===== src/rtl/gold_miner_pkg.sv =====
// Shared types and helpers for the gold miner hook and object blocks.
// Direction vectors point outward from the pivot; object blocks negate them to pull back.
package gold_miner_pkg;

  typedef enum logic [2:0] {
    HOOK_SWING          = 3'd0,
    HOOK_EXTEND         = 3'd1,
    HOOK_RETRACT        = 3'd2,
    HOOK_RETRACT_LOADED = 3'd3
  } hook_state_t;

  typedef struct packed {
    logic signed [3:0] dx;
    logic signed [3:0] dy;
  } hook_dir_t;

  localparam logic signed [11:0] SCREEN_W    = 12'sd640;
  localparam logic signed [11:0] SCREEN_H    = 12'sd480;
  localparam logic [3:0]         R_MODE_MAX  = 4'd10;
  localparam logic [3:0]         R_MODE_DOWN = 4'd5;

  function automatic hook_dir_t dir_of(input logic [3:0] r_mode);
    hook_dir_t d;
    case (r_mode)
      4'd0:    d = '{dx:  4'sd6, dy: 4'sd0};
      4'd1:    d = '{dx:  4'sd6, dy: 4'sd1};
      4'd2:    d = '{dx:  4'sd5, dy: 4'sd2};
      4'd3:    d = '{dx:  4'sd4, dy: 4'sd3};
      4'd4:    d = '{dx:  4'sd2, dy: 4'sd4};
      4'd6:    d = '{dx: -4'sd2, dy: 4'sd4};
      4'd7:    d = '{dx: -4'sd4, dy: 4'sd3};
      4'd8:    d = '{dx: -4'sd5, dy: 4'sd2};
      4'd9:    d = '{dx: -4'sd6, dy: 4'sd1};
      4'd10:   d = '{dx: -4'sd6, dy: 4'sd0};
      default: d = '{dx:  4'sd0, dy: 4'sd6};
    endcase
    return d;
  endfunction

  // pivot + n*d in 12-bit signed; callers truncate to 10 bits for the pixel bus
  function automatic logic signed [11:0] tail_coord(input logic [9:0] pivot,
                                                    input logic [10:0] n,
                                                    input logic signed [3:0] d);
    logic signed [11:0] p_s;
    logic signed [11:0] n_s;
    logic signed [11:0] d_s;
    p_s = $signed({2'b00, pivot});
    n_s = $signed({1'b0, n});
    d_s = {{8{d[3]}}, d};
    return p_s + n_s * d_s;
  endfunction

endpackage


===== src/rtl/hook_tick_div.sv =====
// Free-running step divider: counts 0..div_i-1 and pulses tick_o on the last count.
// clr_i restarts the count so every hook state begins a full step period.
module hook_tick_div (
  input  logic        Clk,
  input  logic        reset,
  input  logic        clr_i,
  input  logic [31:0] div_i,
  output logic        tick_o
);

  logic [31:0] cnt_q;
  logic [31:0] cnt_d;

  assign tick_o = (cnt_q == (div_i - 32'd1));

  always_comb begin
    cnt_d = cnt_q + 32'd1;
    if (clr_i || tick_o) begin
      cnt_d = '0;
    end
  end

  always_ff @(posedge Clk) begin
    if (reset) begin
      cnt_q <= '0;
    end else begin
      cnt_q <= cnt_d;
    end
  end

endmodule


===== src/rtl/hook_controller.sv =====
// Per-player hook controller: swings the angle, extends and retracts the rope,
// and publishes the registered hook-tail position for the object blocks.
//
// state               | meaning
// HOOK_SWING          | angle ping-pongs 0..10, waiting for a fire edge
// HOOK_EXTEND         | rope grows one step per tick until edge/limit or catch
// HOOK_RETRACT        | empty hook returns one step per tick
// HOOK_RETRACT_LOADED | hook returns slowly with a caught object
module hook_controller
  import gold_miner_pkg::*;
#(
  parameter logic [9:0]  PIVOT_X            = 10'd320,
  parameter logic [9:0]  PIVOT_Y            = 10'd40,
  parameter logic [31:0] SWING_DIV          = 32'd4000000,
  parameter logic [31:0] EXTEND_DIV         = 32'd500000,
  parameter logic [31:0] RETRACT_DIV        = 32'd500000,
  parameter logic [31:0] RETRACT_DIV_LOADED = 32'd8000000,
  parameter logic [9:0]  MAX_STEPS          = 10'd60
) (
  input  logic       Clk,
  input  logic       reset,
  input  logic       is_new_game_start,
  input  logic       fire,
  input  logic       is_catch,
  output logic [3:0] R_mode,
  output logic [2:0] state_out,
  output logic [9:0] tailx,
  output logic [9:0] taily,
  output logic [9:0] hook_len
);

  hook_state_t state_q, state_d;
  logic [3:0]  r_mode_q, r_mode_d;
  logic        dir_up_q, dir_up_d;
  logic [9:0]  len_q, len_d;
  logic        fire_q;
  logic [9:0]  tailx_q, taily_q;

  logic               rst;
  logic               fire_rise;
  logic               tick;
  logic               div_clr;
  logic [31:0]        div_sel;
  hook_dir_t          dir;
  logic [10:0]        len_nxt;
  logic signed [11:0] x_nxt, y_nxt;
  logic               step_ok;
  logic               swing_up;

  assign rst       = reset | is_new_game_start;
  assign fire_rise = fire & ~fire_q;
  assign dir       = dir_of(r_mode_q);
  assign len_nxt   = {1'b0, len_q} + 11'd1;
  assign x_nxt     = tail_coord(PIVOT_X, len_nxt, dir.dx);
  assign y_nxt     = tail_coord(PIVOT_Y, len_nxt, dir.dy);
  assign step_ok   = (x_nxt >= 12'sd0) && (x_nxt < SCREEN_W) &&
                     (y_nxt >= 12'sd0) && (y_nxt < SCREEN_H) &&
                     (len_nxt <= {1'b0, MAX_STEPS});

  always_comb begin
    case (state_q)
      HOOK_EXTEND:         div_sel = EXTEND_DIV;
      HOOK_RETRACT:        div_sel = RETRACT_DIV;
      HOOK_RETRACT_LOADED: div_sel = RETRACT_DIV_LOADED;
      default:             div_sel = SWING_DIV;
    endcase
  end

  assign div_clr = (state_d != state_q);

  hook_tick_div u_div (
    .Clk    (Clk),
    .reset  (rst),
    .clr_i  (div_clr),
    .div_i  (div_sel),
    .tick_o (tick)
  );

  always_comb begin
    state_d  = state_q;
    r_mode_d = r_mode_q;
    dir_up_d = dir_up_q;
    len_d    = len_q;
    swing_up = (dir_up_q && (r_mode_q != R_MODE_MAX)) || (r_mode_q == 4'd0);

    case (state_q)
      HOOK_SWING: begin
        if (fire_rise) begin
          state_d = HOOK_EXTEND;
          len_d   = '0;
        end else if (tick) begin
          // the flag flips on arrival at an end so the end value is shown once
          if (swing_up) begin
            r_mode_d = r_mode_q + 4'd1;
            dir_up_d = (r_mode_q + 4'd1) != R_MODE_MAX;
          end else begin
            r_mode_d = r_mode_q - 4'd1;
            dir_up_d = (r_mode_q == 4'd1);
          end
        end
      end
      HOOK_EXTEND: begin
        if (is_catch) begin
          state_d = HOOK_RETRACT_LOADED;
        end else if (tick) begin
          if (step_ok) begin
            len_d = len_nxt[9:0];
          end else begin
            state_d = HOOK_RETRACT;
          end
        end
      end
      HOOK_RETRACT: begin
        if (len_q == 10'd0) begin
          state_d = HOOK_SWING;
        end else if (is_catch) begin
          state_d = HOOK_RETRACT_LOADED;
        end else if (tick) begin
          len_d = len_q - 10'd1;
        end
      end
      HOOK_RETRACT_LOADED: begin
        if (len_q == 10'd0) begin
          state_d = HOOK_SWING;
        end else if (tick) begin
          len_d = len_q - 10'd1;
        end
      end
      default: begin
        state_d = HOOK_SWING;
        len_d   = '0;
      end
    endcase

    if (r_mode_q > R_MODE_MAX) begin
      r_mode_d = R_MODE_DOWN;
    end
  end

  always_ff @(posedge Clk) begin
    if (rst) begin
      state_q  <= HOOK_SWING;
      r_mode_q <= R_MODE_DOWN;
      dir_up_q <= 1'b1;
      len_q    <= '0;
      fire_q   <= 1'b0;
      tailx_q  <= PIVOT_X;
      taily_q  <= PIVOT_Y;
    end else begin
      state_q  <= state_d;
      r_mode_q <= r_mode_d;
      dir_up_q <= dir_up_d;
      len_q    <= len_d;
      fire_q   <= fire;
      tailx_q  <= 10'(tail_coord(PIVOT_X, {1'b0, len_q}, dir.dx));
      taily_q  <= 10'(tail_coord(PIVOT_Y, {1'b0, len_q}, dir.dy));
    end
  end

  assign R_mode    = r_mode_q;
  assign state_out = state_q;
  assign tailx     = tailx_q;
  assign taily     = taily_q;
  assign hook_len  = len_q;

endmodule


===== config.mk =====
export PLATFORM = sky130hd
export DESIGN_NAME = hook_controller
export DESIGN_NICKNAME = d
export VERILOG_FILES = /design/src/rtl/gold_miner_pkg.sv /design/src/rtl/hook_tick_div.sv /design/src/rtl/hook_controller.sv
export SDC_FILE = /design/constraint.sdc
export NUM_CORES = 1
export LEC_CHECK = 0
export BUFFER_PORTS_ARGS = -buffer_cell sky130_fd_sc_hd__buf_2
export CAP_MARGIN = 25
export CORE_MARGIN = 2
export CORE_UTILIZATION = 40
export CTS_BUF_LIST = sky130_fd_sc_hd__clkbuf_4
export CTS_CLUSTER_SIZE = 24
export DETAILED_ROUTE_END_ITERATION = 12
export GPL_TIMING_DRIVEN = 0
export PLACE_DENSITY = 0.66
export SLEW_MARGIN = 25
export SYNTH_ARGS = -nofsm -noshare
export SYNTH_HDL_FRONTEND = slang
export SYNTH_SLANG_ARGS = --single-unit
export TNS_END_PERCENT = 5

===== constraint.sdc =====
create_clock -name Clk -period 8.2 [get_ports Clk]
set_input_delay 1.23 -clock Clk [delete_from_list [all_inputs] [get_ports Clk]]
set_output_delay 1.23 -clock Clk [all_outputs]
set_load 0.01 [all_outputs]

==> run_results.csv, run 1 <==
group,metric,value,unit
timing,period_share,0.768,
worst_setup_path,cp_data_required_time,8.63,ns
power,power.total,703,uW
timing,worst_slew_pin_slew,0.971,ns
timing,period_needed,6.30,ns
global_routing,grt_overflow,0,
yosys,synthTopCellsByArea,"dfxtp_1, ha_1, fa_1",
yosys,syn_nets,1127,
route,vias_per_cell,5.08,
worst_setup_path,reg2reg_to,"hook_len[8]$_SDFFE_PP0P_",
yosys,synthFlopType,"dfxtp_1",
final_layout,final_nets,1179,
floorplan,rows,51,
clock_network,cts-buffers-inserted,9,
placed_design,io_buffer_count,41,
yosys,ys_async_sr_fraction,0,
final_layout,fillers,1992,
yosys,syn_area_per_cell,8.18,um^2
clock_network,cts_hold_buffers,0,
global_routing,grt_pass1_wl,30600,um
route,ant_nets,0,
yosys,synth_edf_count,0,
worst_setup_path,reg2reg_depth,19,
floorplan,initial_core_util,0.409,
clock_network,clk_transition_reported_paths,0.16,ns
yosys,synth_top_area_frac,0.195,
worst_setup_path,rr_startpoint,"hook_len[2]$_SDFFE_PP0P_",
yosys,synth_top_family_by_area,"adder cells",
timing,rsz0062_at_grt,"no",
yosys,synthCells,980,
route,met1_length,8810,um
global_routing,grt_pass1_vias,6146,
yosys,synth_top_area_cell,"dfxtp_1",
status,run_status,"finished clean",
floorplan,die_w,146,um
worst_setup_path,startpoint_type,"flip-flop",
floorplan,dieArea,21200,um^2
yosys,synth_mux_area_frac,0.0105,
yosys,synthSimpleGateAreaFrac,0.241,
timing,hold_viol_final,0,
min_path,min_from,"u_div.cnt_q[0]$_SDFF_PP0_",
timing,skew,0.0296,ns
timing,max_freq,159,MHz
placed_design,dpl_worst_slack,1.96,ns
clock_network,cts_max_path_buffers,2,
route,routed.top_layer,"met4",
power,power_density,80.6,nW/um^2
yosys,synth_compound_area_frac,0.118,
route,wl,18500,um
timing,slew_viol_final,0,
worst_setup_path,worstPathArrival,6.73,ns
floorplan,die_h,146,um
placed_design,routabilityCongestion,0.903,
route,wl_per_cell,14.2,um
final_layout,synthToLayoutAreaGrowth,8.77,%
floorplan,pin_count,42,
flow_run,cap_viol_max_count,0,
yosys,synth_area,8010,um^2
timing,setup_violations,0,
floorplan,core,19600,um^2
timing,setup_ws,1.90,ns
yosys,yosysMostFrequentCell,"inv_1",
yosys,synth_xor_area_frac,0.0879,
clock_network,post_cts.repair.setup_buffers,0,
yosys,yosysWarnings,0,
min_path,hold_depth,1,
power,max-vdd-ir-drop,0.0703,mV
yosys,synthDistinctLibCells,79,
final_layout,drive_above_1_share,0.0858,
global_routing,grt_max_degree,15,
min_path,min_to,"u_div.cnt_q[0]$_SDFF_PP0_",
worst_setup_path,crit_path_max_fanout,10,
route,met3_length,972,um
yosys,synthTopCellsByCount,"inv_1, nor2_1, ha_1",
clock_network,cts.sinks,78,
min_path,hp-class,"reg -> reg",
yosys,seq_area_frac_synth,0.195,
clock_network,cts_max_level,3,
timing,maxSlewHeadroom,0.350,
yosys,synth_fa_ha_area_frac,0.272,
clock_network,cts_resized,0,
timing,setup-tns-final,0,ns
clock_network,cts_root_buf,"clkbuf_4",
route,routed-wl-met2,8440,um
global_routing,grt_usage,0.176,
placed_design,dp_hpwl,14400,um
global_routing,antenna_found_initial,1,
yosys,synth_seq_cells,78,
route,drtIter0Drc,347,
power,leakage,3.95,nW
route,drcViolationCount,0,
worst_setup_path,worstSetupPathType,"reg -> reg",
worst_setup_path,worst_setup_path_end_kind,"flip-flop",
clock_network,clock_latency,0.48,ns
worst_setup_path,regToRegSetupSlack,1.90,ns
route,via_count,6622,
route,dr.pass1.iters,5,
clock_network,cts_tree,"done",
## state kept, by name, indices dropped and copies added (netlist names)
signal       flops
fire_q           1
dir              7
taily           10
u_div.cnt_q     32
dir_up_q         1
hook_len        10
state_out        3
R_mode           4
tailx           10
## worst max path at each step
stage,start,endpoint,slack (ns),cells past startpoint
2_1_floorplan,hook_len[2]$_SDFFE_PP0P_,hook_len[0]$_SDFFE_PP0P_,2.85,19
3_3_place_gp,hook_len[2]$_SDFFE_PP0P_,hook_len[0]$_SDFFE_PP0P_,1.96,19
3_5_place_dp,hook_len[2]$_SDFFE_PP0P_,hook_len[0]$_SDFFE_PP0P_,1.96,19
4_1_cts,hook_len[2]$_SDFFE_PP0P_,hook_len[0]$_SDFFE_PP0P_,1.94,19
5_1_grt,hook_len[2]$_SDFFE_PP0P_,hook_len[8]$_SDFFE_PP0P_,1.60,19
6_report,hook_len[2]$_SDFFE_PP0P_,hook_len[8]$_SDFFE_PP0P_,1.90,19
## per-stage QoR
step | hold WS (ns) | cells | utilization | cell area, um^2
2_1_floorplan | 0.430 | 980 | - | 8010
3_3_place_gp | 0.447 | 1286 | 0.436 | 8550
3_5_place_dp | 0.456 | 1286 | 0.436 | 8550
4_1_cts | 0.490 | 1302 | 0.445 | 8710
5_1_grt | 0.506 | 1303 | 0.445 | 8720
6_report | 0.492 | 1303 | 0.445 | 8720
## where the power goes
group          leakage, nW  switching (mW)  total (mW)  internal, mW
clock               0.0859           0.155       0.280         0.125
combinational         3.24          0.0276      0.0411        0.0135
sequential           0.629         0.00143       0.382         0.380
total                 3.95           0.184       0.703         0.519
## cell type report
cell class,instances,area [um^2],area share
clock buffers,9,67.6,0.00775
clock inverters,7,96.3,0.0111
diodes,1,2.50,0.000287
flip-flops and latches,78,1560,0.179
plain buffers,43,173,0.0198
multi-input cells,744,5850,0.671
well taps,265,332,0.0380
inverters,115,432,0.0495
repair buffers,41,205,0.0235
## metal layers
layer / track usage / up-vias
li1: - / 3324
met1: 0.243 / 3096
met2: 0.281 / 175
met3: 0.0348 / 27
met4: 0.0485 / 0
met5: 0 / -
## layout by cell type (no fill, tap or decap), types with 6 or more instances in the layout
| cell type | synthesis | routed |
|---|---|---|
| buf_2 | 6 | 47 |
| inv_1 | 111 | 111 |
| a21oi_1 | 26 | 26 |
| xor2_1 | 27 | 27 |
| a21o_1 | 13 | 13 |
| a31oi_1 | 7 | 7 |
| fa_1 | 52 | 52 |
| nor4_1 | 10 | 10 |
| mux2i_1 | 7 | 7 |
| nand2b_1 | 18 | 18 |
| xnor2_1 | 49 | 49 |
| nor2b_1 | 28 | 28 |
| clkbuf_1 | 34 | 34 |
| and3_1 | 8 | 8 |
| nand3_1 | 23 | 23 |
| o21ai_0 | 25 | 25 |
| ha_1 | 90 | 90 |
| nor3_1 | 15 | 15 |
| and2_1 | 48 | 48 |
| dfxtp_1 | 78 | 78 |
| o22ai_1 | 6 | 6 |
| clkbuf_4 | 0 | 9 |
| nand2_1 | 87 | 87 |
| nor2_1 | 104 | 104 |
| nand4_1 | 7 | 7 |
## cell families (layout without fill, tap and decap cells)
family                     Yosys count  count (layout)
and+or+nand+nor                    380             380
buffers and inverters              158             215
adders and majority gates          143             143
AOI/OAI and AO/OA                  134             134
xor gates and xnor gates            78              78
DFF                                 78              78
muxes                                8               8
other                                1               2
## critical path: stages, from the launching register on
cell,delay (ns)
dfxtp_1,0.44
clkbuf_1,0.36
buf_1,0.50
xor2_1,0.51
nor2_1,0.13
fa_1,0.56
inv_1,0.06
fa_1,0.40
inv_1,0.08
fa_1,0.42
ha_1,0.34
a21o_1,0.20
a22oi_1,0.22
a21oi_1,0.11
xor2_1,0.16
or4_1,0.58
nor4_4,0.46
nand2_1,0.23
a21boi_0,0.33
o211a_1,0.20
No activity file was read; power rests on OpenSTA's default activity.
==> run 2: changes to the inputs <==
--- a/config.mk
+++ b/config.mk
@@ -13,7 +13,7 @@
 export CTS_CLUSTER_SIZE = 24
 export DETAILED_ROUTE_END_ITERATION = 12
 export GPL_TIMING_DRIVEN = 0
-export PLACE_DENSITY = 0.66
+export PLACE_DENSITY = 0.68
 export SLEW_MARGIN = 25
 export SYNTH_ARGS = -nofsm -noshare
 export SYNTH_HDL_FRONTEND = slang
==> constraint.sdc (replaced) <==
create_clock -name Clk -period 5.1 [get_ports Clk]
set_input_delay 0.765 -clock Clk [delete_from_list [all_inputs] [get_ports Clk]]
set_output_delay 0.765 -clock Clk [all_outputs]
set_load 0.01 [all_outputs]
==> run 2 against run 1 <==
  * The run now ends with setup timing left
  * Worst hold slack lost 0.0024 ns
  * First-iteration DRC count rose by 51%
  * Sequential power rose by 60%
  * Utilization rose by 5.1 points
  * Die area unchanged
  * Maximum frequency is 21% higher
  * Clock-buffer cell count unchanged
  * Non-clock buffer count up 42
  * Critical endpoint is now hook_len[2]$_SDFFE_PP0P_
==> run_results.csv, run 2 (synthesized netlist as in run 1, its figures left out) <==
group,metric,value,unit
route,drtIter0Drc,525,
placed_design,dpl_worst_slack,-0.874,ns
floorplan,die_h,146,um
placed_design,place_inst,1286,
global_routing,grt_overflow,0,
route,via_count,7107,
floorplan,rows,51,
floorplan,dieArea,21200,um^2
floorplan,pin_count,42,
route,wl,21100,um
flow_run,cap_viol_max_count,0,
clock_network,cts_tree,"done",
worst_setup_path,worst_setup_path_end_kind,"flip-flop",
global_routing,grt_pass1_wl,33700,um
min_path,hold_depth,2,
timing,worst_slew_pin_slew,0.997,ns
final_layout,final_common_cell,"inv_1",
power,power_density,112,nW/um^2
placed_design,io_buffer_count,41,
timing,slew_viol_final,0,
timing,max_freq,193,MHz
worst_setup_path,worstSetupPathType,"reg -> reg",
route,drcViolationCount,0,
worst_setup_path,worstPathArrival,5.55,ns
final_layout,drive_above_1_share,0.202,
power,leakage,4.26,nW
placed_design,routabilityCongestion,0.907,
route,vias_per_cell,5.29,
route,wl_per_cell,15.7,um
floorplan,initial_core_util,0.409,
final_layout,top_register,"u_div.cnt_q",
final_layout,antennaDiodeCount,0,
final_layout,final_nets,1221,
clock_network,cts_max_level,3,
worst_setup_path,crit_path_max_fanout,10,
min_path,hp-class,"in -> reg",
timing,hold_viol_final,0,
status,violations,"setup timing",
global_routing,grt_pass1_vias,6771,
floorplan,core,19600,um^2
global_routing,grt_max_degree,18,
timing,setup_violations,6,
timing,period_share,1.02,
floorplan,die_w,146,um
clock_network,cts-buffers-inserted,9,
clock_network,cts_max_path_buffers,2,
worst_setup_path,reg2reg_depth,23,
global_routing,grt_usage,0.194,
power,max-vdd-ir-drop,0.0943,mV
timing,setup_ws,-0.0861,ns
global_routing,antenna_found_initial,0,
status,run_status,"finished with violations",
timing,period_needed,5.19,ns
clock_network,cts.sinks,78,
worst_setup_path,cp_data_required_time,5.46,ns
clock_network,clock_latency,0.50,ns
worst_setup_path,startpoint_type,"flip-flop",
timing,maxSlewHeadroom,0.333,
clock_network,cts_root_buf,"clkbuf_4",
route,dr.pass1.iters,5,
final_layout,final_cell_count_no_fill,1344,
final_layout,synthToLayoutAreaGrowth,21.2,%
timing,rsz0062_at_grt,"yes",
final_layout,final_cell_mix,"inv_1, nor2_1, nand2_1",
placed_design,dp_hpwl,14800,um
final_layout,final_core_util,0.496,
final_layout,largest_reg_flops,32,
route,ant_nets,0,
clock_network,clk_transition_reported_paths,0.15,ns
timing,skew,0.0413,ns
run 2: cell types whose count changed in the layout (fill, tap and decap cells not counted), sizes merged:
cell      change
inv           -1
clkinvlp      +1
buf          +44
diode         -1
clkbuf        -2
clkinv        +2
bufinv        -2
run 2: path summary, 6_finish.rpt:
kind,start,endpoint,slack (ns)
min,reset,taily[3]$_SDFF_PP1_,0.49
max,hook_len[1]$_SDFFE_PP0P_,hook_len[2]$_SDFFE_PP0P_,-0.09
min reg2reg,u_div.cnt_q[0]$_SDFF_PP0_,u_div.cnt_q[0]$_SDFF_PP0_,0.49
max reg2reg,hook_len[1]$_SDFFE_PP0P_,hook_len[2]$_SDFFE_PP0P_,-0.09
run 2: final cells by class:
| type | instances | area [um^2] |
|---|---|---|
| Buffer | 40 | 254 |
| Clock buffer | 9 | 67.6 |
| Clock inverter | 7 | 78.8 |
| Fill cell | 1852 | 9870 |
| Inverter | 115 | 439 |
| Multi-Input combinational cell | 744 | 6370 |
| Sequential cell | 78 | 1580 |
| Tap cell | 265 | 332 |
| Timing Repair Buffer | 86 | 591 |
run 2: worst max-delay path, cell delays in order (launching register included):
cell and delay (ns):
dfxtp_4 0.40, buf_4 0.15, clkbuf_16 0.16, nand3_4 0.10
xor2_4 0.22, buf_6 0.13, nor2b_1 0.05, fa_2 0.54
inv_2 0.04, fa_2 0.37, inv_2 0.06, fa_1 0.45
ha_4 0.24, a21o_1 0.18, a22oi_2 0.19, a21oi_2 0.08
xor2_1 0.16, or4_4 0.56, nor4_4 0.14, buf_4 0.19
buf_12 0.11, nand3_2 0.05, a211o_1 0.34, o2111a_1 0.16
run 2: layer usage:
metal,track usage,vias to the layer above,part of all wire
met3,0.0404,69,0.067
met1,0.254,3370,0.43
met5,0,-,0
met2,0.322,256,0.47
li1,-,3412,-
met4,0.0598,0,0.034
run 2: timing repair:
item                                   in CTS  in global routing
resized for setup                          94                 40
gates cloned                                0                  0
setup endpoints to repair                  12                 12
setup buffers                              31                 14
endpoints found under the hold margin       0                  0
hold buffers                                0                  0
pin swaps                                  34                 44
run 2: metrics by stage:
stage | setup TNS (ns) | hold WS (ns) | total power [mW] | cell area [um^2]
after floorplan | -0.00809 | 0.430 | 0.672 | 8040
after global placement | -8.26 | 0.444 | 0.692 | 8580
after detailed placement | -9.31 | 0.461 | 0.693 | 8580
after CTS | -0.341 | 0.475 | 1.10 | 9420
after global routing | -1.60 | 0.462 | 1.14 | 9720
final | -0.198 | 0.490 | 1.09 | 9720
run 2: power breakdown:
group / leakage [nW] / switching, mW / internal, mW
clock network: 0.0785 / 0.279 / 0.117
registers: 0.634 / 0.00235 / 0.610
logic: 3.55 / 0.0518 / 0.0331
